$ cat src/rtl/io_ring_pkg.sv
// Shared types for the IO pad ring power sequencer.
// Holds the sequencer state encoding and the nominal settle count.
package io_ring_pkg;

  typedef enum logic [3:0] {
    OFF,
    UP_EN,
    UP_WAIT,
    UP_SETTLE,
    RELEASE,
    ON,
    DN_HOLD,
    DN_DIS,
    DN_SETTLE,
    FAULT
  } ring_state_e;

  localparam int unsigned DEFAULT_SETTLE = 3;

endpackage

$ cat src/rtl/io_ring_seq_cnt.sv
// Loadable saturating up/down counter with a zero flag.
// One instance serves both the power-good timeout and the settle delays.
module io_ring_seq_cnt #(
  parameter int CNT_W = 16
) (
  input  logic             clk,
  input  logic             rst,
  input  logic             clr,
  input  logic             load,
  input  logic [CNT_W-1:0] load_val,
  input  logic             inc,
  input  logic             dec,
  output logic [CNT_W-1:0] cnt,
  output logic             zero
);

  // Both directions saturate so a long wait can never wrap into a false match
  always_ff @(posedge clk) begin
    if (rst || clr) begin
      cnt <= '0;
    end else if (load) begin
      cnt <= load_val;
    end else if (inc && (cnt != '1)) begin
      cnt <= cnt + CNT_W'(1);
    end else if (dec && (cnt != '0)) begin
      cnt <= cnt - CNT_W'(1);
    end
  end

  assign zero = (cnt == '0);

endmodule

$ cat src/rtl/io_ring_pwr_seq.sv
// IO pad ring supply sequencer: ordered segment enable with power-good wait,
// settle delay, retention/OE release, ordered power-down and timeout fault.
module io_ring_pwr_seq
  import io_ring_pkg::*;
#(
  parameter int NSEG  = 4,
  parameter int CNT_W = 16,
  parameter int SEG_W = (NSEG > 1) ? $clog2(NSEG) : 1
) (
  input  logic             clk,
  input  logic             rst,
  input  logic             pwr_up_req,
  input  logic             pwr_dn_req,
  input  logic [CNT_W-1:0] settle_cycles,
  input  logic [CNT_W-1:0] timeout_cycles,
  input  logic [NSEG-1:0]  seg_pgood,
  output logic [NSEG-1:0]  seg_en,
  output logic             pad_retention,
  output logic             pad_oe_rel,
  output logic             ready,
  output logic             busy,
  output logic             err,
  output logic [SEG_W-1:0] err_seg
);

  ring_state_e      state_q, state_d;
  logic [SEG_W-1:0] idx_q, idx_d;
  logic [NSEG-1:0]  seg_en_d;
  logic             ret_d, oe_d, ready_d, busy_d, err_d;
  logic [SEG_W-1:0] err_seg_d;

  logic             cnt_clr, cnt_load, cnt_inc, cnt_dec, cnt_zero;
  logic [CNT_W-1:0] cnt;
  logic             timeout_hit, last_seg, abort;

  function automatic logic [SEG_W-1:0] top_enabled(input logic [NSEG-1:0] en);
    logic [SEG_W-1:0] r;
    r = '0;
    for (int i = 0; i < NSEG; i++) begin
      if (en[i]) r = SEG_W'(i);
    end
    return r;
  endfunction

  io_ring_seq_cnt #(.CNT_W(CNT_W)) u_cnt (
    .clk      (clk),
    .rst      (rst),
    .clr      (cnt_clr),
    .load     (cnt_load),
    .load_val (settle_cycles),
    .inc      (cnt_inc),
    .dec      (cnt_dec),
    .cnt      (cnt),
    .zero     (cnt_zero)
  );

  assign timeout_hit = (timeout_cycles != '0) && (cnt == timeout_cycles - CNT_W'(1));
  assign last_seg    = (idx_q == SEG_W'(NSEG - 1));
  assign abort       = pwr_dn_req && (state_q inside {UP_EN, UP_WAIT, UP_SETTLE, RELEASE, ON});

  // Every output is computed for the cycle after the transition and registered
  always_comb begin
    state_d   = state_q;
    idx_d     = idx_q;
    seg_en_d  = seg_en;
    ret_d     = pad_retention;
    oe_d      = pad_oe_rel;
    ready_d   = ready;
    err_d     = err;
    err_seg_d = err_seg;
    cnt_clr   = 1'b0;
    cnt_load  = 1'b0;
    cnt_inc   = 1'b0;
    cnt_dec   = 1'b0;

    if (abort) begin
      state_d = DN_HOLD;
      oe_d    = 1'b0;
      ready_d = 1'b0;
    end else begin
      case (state_q)
        OFF: begin
          if (pwr_up_req && !pwr_dn_req) begin
            idx_d   = '0;
            state_d = UP_EN;
          end
        end
        UP_EN: begin
          seg_en_d[idx_q] = 1'b1;
          cnt_clr         = 1'b1;
          state_d         = UP_WAIT;
        end
        UP_WAIT: begin
          if (seg_pgood[idx_q]) begin
            cnt_load = 1'b1;
            state_d  = UP_SETTLE;
          end else if (timeout_hit) begin
            seg_en_d  = '0;
            ret_d     = 1'b1;
            oe_d      = 1'b0;
            ready_d   = 1'b0;
            err_d     = 1'b1;
            err_seg_d = idx_q;
            state_d   = FAULT;
          end else begin
            cnt_inc = 1'b1;
          end
        end
        UP_SETTLE: begin
          if (!cnt_zero) begin
            cnt_dec = 1'b1;
          end else if (last_seg) begin
            ret_d   = 1'b0;
            state_d = RELEASE;
          end else begin
            idx_d   = idx_q + SEG_W'(1);
            state_d = UP_EN;
          end
        end
        RELEASE: begin
          oe_d    = 1'b1;
          ready_d = 1'b1;
          state_d = ON;
        end
        ON: begin
          state_d = ON;
        end
        // Retention is re-applied one cycle after OE is withdrawn
        DN_HOLD: begin
          ret_d   = 1'b1;
          idx_d   = top_enabled(seg_en);
          state_d = DN_DIS;
        end
        DN_DIS: begin
          seg_en_d[idx_q] = 1'b0;
          cnt_load        = 1'b1;
          state_d         = DN_SETTLE;
        end
        DN_SETTLE: begin
          if (!cnt_zero) begin
            cnt_dec = 1'b1;
          end else if (|seg_en) begin
            idx_d   = top_enabled(seg_en);
            state_d = DN_DIS;
          end else begin
            state_d = OFF;
          end
        end
        FAULT: begin
          state_d = FAULT;
        end
        default: begin
          state_d = OFF;
        end
      endcase
    end

    busy_d = !(state_d inside {OFF, ON, FAULT});
  end

  always_ff @(posedge clk) begin
    if (rst) begin
      state_q       <= OFF;
      idx_q         <= '0;
      seg_en        <= '0;
      pad_retention <= 1'b1;
      pad_oe_rel    <= 1'b0;
      ready         <= 1'b0;
      busy          <= 1'b0;
      err           <= 1'b0;
      err_seg       <= '0;
    end else begin
      state_q       <= state_d;
      idx_q         <= idx_d;
      seg_en        <= seg_en_d;
      pad_retention <= ret_d;
      pad_oe_rel    <= oe_d;
      ready         <= ready_d;
      busy          <= busy_d;
      err           <= err_d;
      err_seg       <= err_seg_d;
    end
  end

endmodule

$ cat config.mk
export PLATFORM = sky130hd
export DESIGN_NAME = io_ring_pwr_seq
export DESIGN_NICKNAME = d
export VERILOG_FILES = /design/src/rtl/io_ring_pkg.sv /design/src/rtl/io_ring_seq_cnt.sv /design/src/rtl/io_ring_pwr_seq.sv
export SDC_FILE = /design/constraint.sdc
export NUM_CORES = 1
export LEC_CHECK = 0
export ABC_AREA = 1
export CORE_AREA = 2 2 101 79
export CTS_BUF_LIST = sky130_fd_sc_hd__clkbuf_8
export DETAILED_ROUTE_END_ITERATION = 16
export DIE_AREA = 0 0 103 81
export PLACE_DENSITY = 0.78
export SLEW_MARGIN = 40
export SYNTH_ARGS = -nofsm -noshare
export SYNTH_HDL_FRONTEND = slang
export SYNTH_SLANG_ARGS = --single-unit
$ cat constraint.sdc
create_clock -name clk -period 3.6 [get_ports clk]
set_input_delay 0.54 -clock clk [delete_from_list [all_inputs] [get_ports clk]]
set_output_delay 0.54 -clock clk [all_outputs]
set_load 0.05 [all_outputs]
# Word-level counts from Yosys, hierarchy flattened
# Index checks and enable logic that the tools add are counted.
# word_totals
register_bits	32
inputBits	40
out_inout_bits	11
elab_cells	120
# op_classes
add_sub_neg	4
n_lt_le_gt_ge	2
n_eq_ne	22
mux	48
n_bitwise	5
n_reduce_logical	30
# ops
cell	n
16-bit 2-to-1 mux	3
4-bit case mux with 9 select lines	1
4-bit 2-to-1 mux	8
16-bit nonzero test	2
16-bit by 1-bit subtractor with 16-bit output (second input constant)	2
4-bit by 3-bit equality test with 1-bit output (second input constant)	5
1-bit 2-to-1 mux	20
16-bit by 1-bit adder with 16-bit output (second input constant)	1
16-bit equality test	1
16-bit zero test	1
16-bit != test (second input constant)	1
2-bit != test (second input constant)	8
2-bit 2-to-1 mux	7
4-bit equality test (second input constant)	3
4-bit case mux with 3 select lines	1
3-bit nonzero test	4
4-bit by 2-bit equality test with 1-bit output (second input constant)	2
4-bit zero test	2
2-bit case mux with 4 select lines	1
4-bit AND reduction	2
7-bit AND reduction	1
1-bit logical AND	6
3-bit 2-to-1 mux	2
6-bit AND reduction	1
21 further kinds	26

# Depth between registers and ports, before layout
# depth
word_depth	10
ltp_mapped	28
mapped_depth_nobuf	28

# Cells and area by module
# Synthesis repeated with hierarchy kept, for this count alone.
# hier_totals
cells_unflattened	624
area_unflattened_um2	3512.1
# by_module_without_submodules
mod	n_inst	cells_each	area_per_inst_um2	seq_area_each_um2
io_ring_pwr_seq	1	322	1764.2	320.3
io_ring_seq_cnt	1	302	1747.9	320.3

# Least setup slack after synthesis
# Ideal clock, no wire load.
# synth_timing
path_type	input to register
start	input timeout_cycles[0]
end	register u_cnt.cnt[10]
setup_ns	0.113
t_arrival_ns	3.666
required_time_ns	3.487
slack_ns	-0.180
cell_stages	25
path_buffers	0
cell_sequence	inv_1 > ha_1 > nand2_2 > nor2_4 > nand2_1 > xor2_1 > clkinv_1 > nand2_1 > nor2_2 > nand3_2 > nand2_4 > inv_1 > fa_1 > nand3b_1 > nand2_1 > inv_1 > o21ai_0 > nand3_1 > nand2_1 > a21boi_0 > or2_2 > nand3_1 > nand2_1 > o21ai_1 > nor2_1
# synth_via
elab_chain_len	10
# synth_rtl
element	line_no	text
start, declared	io_ring_pwr_seq.sv:15	input logic [CNT_W-1:0] timeout_cycles,
16-bit by 1-bit subtractor with 16-bit output	io_ring_pwr_seq.sv:57	assign timeout_hit = (timeout_cycles != '0) && (cnt == timeout_cycles - CNT_W'(1));
16-bit equality test	io_ring_pwr_seq.sv:57	
1-bit logical AND (*)	io_ring_pwr_seq.sv:57	
1-bit 2-to-1 mux (*)	io_ring_pwr_seq.sv:97	end else if (timeout_hit) begin
1-bit 2-to-1 mux (*)	io_ring_pwr_seq.sv:94	if (seg_pgood[idx_q]) begin
1-bit 2-to-1 mux (*)	io_ring_pwr_seq.sv:81	case (state_q)
1-bit 2-to-1 mux (*)	io_ring_pwr_seq.sv:76	if (abort) begin
1-bit logical AND (*)	io_ring_seq_cnt.sv:23	end else if (inc && (cnt != '1)) begin
16-bit 2-to-1 mux	io_ring_seq_cnt.sv:23	
16-bit 2-to-1 mux	io_ring_seq_cnt.sv:21	end else if (load) begin
end signal, assigned	io_ring_seq_cnt.sv:22	cnt <= load_val;
end signal, assigned	io_ring_seq_cnt.sv:24	cnt <= cnt + CNT_W'(1);
end signal, assigned	io_ring_seq_cnt.sv:26	cnt <= cnt - CNT_W'(1);
end, declared	io_ring_seq_cnt.sv:13	output logic [CNT_W-1:0] cnt,
# Every way passes the cells marked *; elsewhere a longest branch is shown, timed or not.
# A chain may end at the register's enable or synchronous reset.

# Worst setup path in the final report
# layout_timing
start	input timeout_cycles[13]
end	register u_cnt.cnt[7]
# The elaborated chain is that of the path after synthesis.

==> flow_summary_export.csv <==
group,metric,value,unit
outcome,status,"finished clean",
power,p_int,0.00185,W
power,power_frac_comb,0.751,
synth,async_reset_ff_frac,0,
setup_path,rrSetupSlack,0.34,ns
floorplanning,pin_count,51,
clock_network,cts_tree,"yes",
synth,synth_cell_types,44,
finish,diodes,0,
global_routing,grt_usage,0.235,
hold_path,hold_class,"reg2reg",
power,sequentialPowerShare,0.153,
floorplanning,fp.dieW,103,µm
power,p_leak,2.23,nW
synth,yosys-top-cells-count,"nand2_1, inv_1, nor2_1, a21oi_1, nand3_1",
timing,relSlewSlack,0.649,
synth,synth_area,3230,µm²
clock_network,path_clk_slew,0.08,ns
power,power_density,824,nW/µm²
setup_path,regToRegStartpoint,"state_q[3]",
power,clkPwrFrac,0.097,
detailed_routing,avgViaCountPerCell,5.22,
clock_network,htree_levels,2,
floorplanning,rows,28,
timing,tightest_slew,0.520,ns
floorplanning,core-area,7500,µm²
global_routing,grt_max_degree,25,
detailed_routing,drt-wirelength-per-cell,13.5,µm
clock_network,ctsHoldBuffers,0,
clock_network,cts_root_buffer,"clkbuf_8",
power,switching_share,0.502,
synth,ys_seq_area_frac,0.199,
timing,whs,0.472,ns
setup_path,required,3.77,ns
synth,synth_area_leader_cell,"dfxtp_1",
detailed_routing,dr.pass1.iters,5,
timing,hold_violations,0,
floorplanning,start_util,0.430,
timing,setup_viol,0,
clock_network,cts_buffers,5,
timing,fmax,0.294,GHz
synth,ys.flop_type,"dfxtp_1",
detailed_routing,drt_iter0_markers,321,
synth,synth_top_area_frac,0.199,
power,ir_worst_vdd,0.000471,V
synth,syn_inst,531,
detailed_routing,wl,9960,µm
setup_path,crit_type,"in2reg",
clock_network,insertion_delay,0.29,ns
detailed_routing,postRouteAntennaNets,0,
synth,synth_area_leaders,"dfxtp_1, nand2_1, inv_1",
setup_path,crit_fanout,6,
floorplanning,die-area,8340,µm²
synth,syn_nets,592,
finish,drive_gt1_frac,0.195,
setup_path,critPathCapture,"u_cnt.cnt[7]",
finish,utilization,0.601,
global_routing,grt_pass1_wl,15700,µm
floorplanning,die_h,81,µm
power,switchingPower,0.00186,W
finish,syn2layout_area_growth,39.6,%
clock_network,ctsLongestPathBuffers,2,
detailed_routing,route.detailed.drc,0,
global_routing,grt_remaining_overflow,0,
power,power,0.00371,W
placement,gp_congestion,0.969,
placement,portBuffers,50,
setup_path,critPathLaunch,"timeout_cycles[13]",
setup_path,critPathCaptureType,"flop",
setup_path,arrival,3.57,ns
global_routing,grt_pass1_vias,3453,
synth,synth_most_common_cell,"nand2_1",
synth,ys_warn_count,0,
setup_path,reg2reg_to,"u_cnt.cnt[7]",
synth,synth-edff-count,0,
timing,clock_skew,0.0116,ns
job,cap_viol_max_count,0,
synth,synth.avg_cell_area,6.08,µm²
synth,synth_seq_cells,32,
timing,slew_violations,0,
placement,hpwlAfterDp,7580,µm
hold_path,whs_path_depth,1,
setup_path,r2r_cells,18,
timing,min_period,3.40,ns
clock_network,clock_sink_count,32,
finish,nNetsFinal,695,
timing,fin_crit_sh,0.943,
detailed_routing,vias,3863,
global_routing,antenna_found_initial,0,
setup_path,cp-start-kind,"input pin",
[per-layer routing]
metal	wire length [µm]	vias up	global-route usage	share of wire
li1	-	1939	-	-
met5	0	-	0	0
met2	4440	162	0.366	0.45
met1	4700	1741	0.346	0.47
met4	138	0	0.0553	0.014
met3	672	21	0.0241	0.068
[cell usage in the layout (no fill, tap or decap), types with 6 or more instances in the layout]
cell type and n:
buf_4 52, a21oi_2 6, xor2_1 10, nand2_1 113, nor3_1 13, nand2_2 9
xnor2_1 7, o21ai_0 28, nand4_1 10, nor2_2 14, nand3_1 36, clkdlybuf4s50_1 37
dfxtp_1 32, dlymetal6s2s_1 11, nor2_1 64, inv_1 70, a21oi_1 30, ha_1 15
o21ai_1 7
[kinds of logic after synthesis]
group | Yosys count | synth area share
xor+xnor | 20 | 0.0585
buf+inv | 83 | 0.103
flops | 32 | 0.199
compound gates | 94 | 0.163
fa+ha+maj | 21 | 0.0838
simple gates | 281 | 0.393
[final cells by class]
class,count,area [µm²]
tap,105,131
timing repair buffer,103,920
inverter,76,285
sequential,32,641
multi-input combinational,416,2420
clock buffer,5,68.8
fill,715,2990
clock inverter,3,42.5
[worst max-delay path, cell delays in order]
cell and delay [ns]:
clkdlybuf4s50_1 0.51, xor2_1 0.20, nand3_1 0.11, nand2_1 0.10, nand3_1 0.09, nor2_2 0.13
nand3_2 0.12, nand2_4 0.13, buf_4 0.17, ha_1 0.26, a21oi_1 0.27, o21ai_2 0.12
buf_4 0.16, or2_2 0.26, nand3_1 0.06, nand2_1 0.08, o21ai_1 0.18, a21oi_1 0.06
[per-stage QoR]
step           cell area (µm²)   TNS, ns  instances  worst slack, ns
4_1_cts                   4330         0        736          0.00285
3_5_place_dp              4180     -2.83        726           -0.425
6_report                  4510         0        740            0.204
3_3_place_gp              4180     -1.75        726           -0.293
5_1_grt                   4510  -0.00146        740         -0.00146
2_1_floorplan             3240         0        531           0.0251
[power by group through the flow]
stage | registers, W | clock network [W] | logic [W]
floorplan | 0.000606 | 0 | 0.00166
global placement | 0.000560 | 0 | 0.00246
detailed placement | 0.000564 | 0 | 0.00252
CTS | 0.000556 | 0.000357 | 0.00262
global route | 0.000580 | 0.000377 | 0.00309
finish | 0.000567 | 0.000359 | 0.00279
[sequential cells by signal (all words and copies together), names as in the netlist]
signal         flops
state_q            4
busy               1
ready              1
idx_q              2
pad_retention      1
u_cnt.cnt         16
err_seg            2
err                1
seg_en             4
[timing repair]
| action | 4_1_cts | 5_1_grt |
|---|---|---|
| gates resized for setup | 14 | 40 |
| endpoints found under the setup margin | 7 | 10 |
| pin swaps | 7 | 21 |
| setup buffers | 2 | 4 |
[worst min-delay path by stage]
stage / start / endpoint / slack (ns)
2_1_floorplan: u_cnt.cnt[8] / u_cnt.cnt[8] / 0.48
3_3_place_gp: err / err / 0.46
3_5_place_dp: err / err / 0.46
4_1_cts: err / err / 0.48
5_1_grt: err / err / 0.52
6_report: err / err / 0.47
Note: power is estimated with default switching activity, not from simulation.
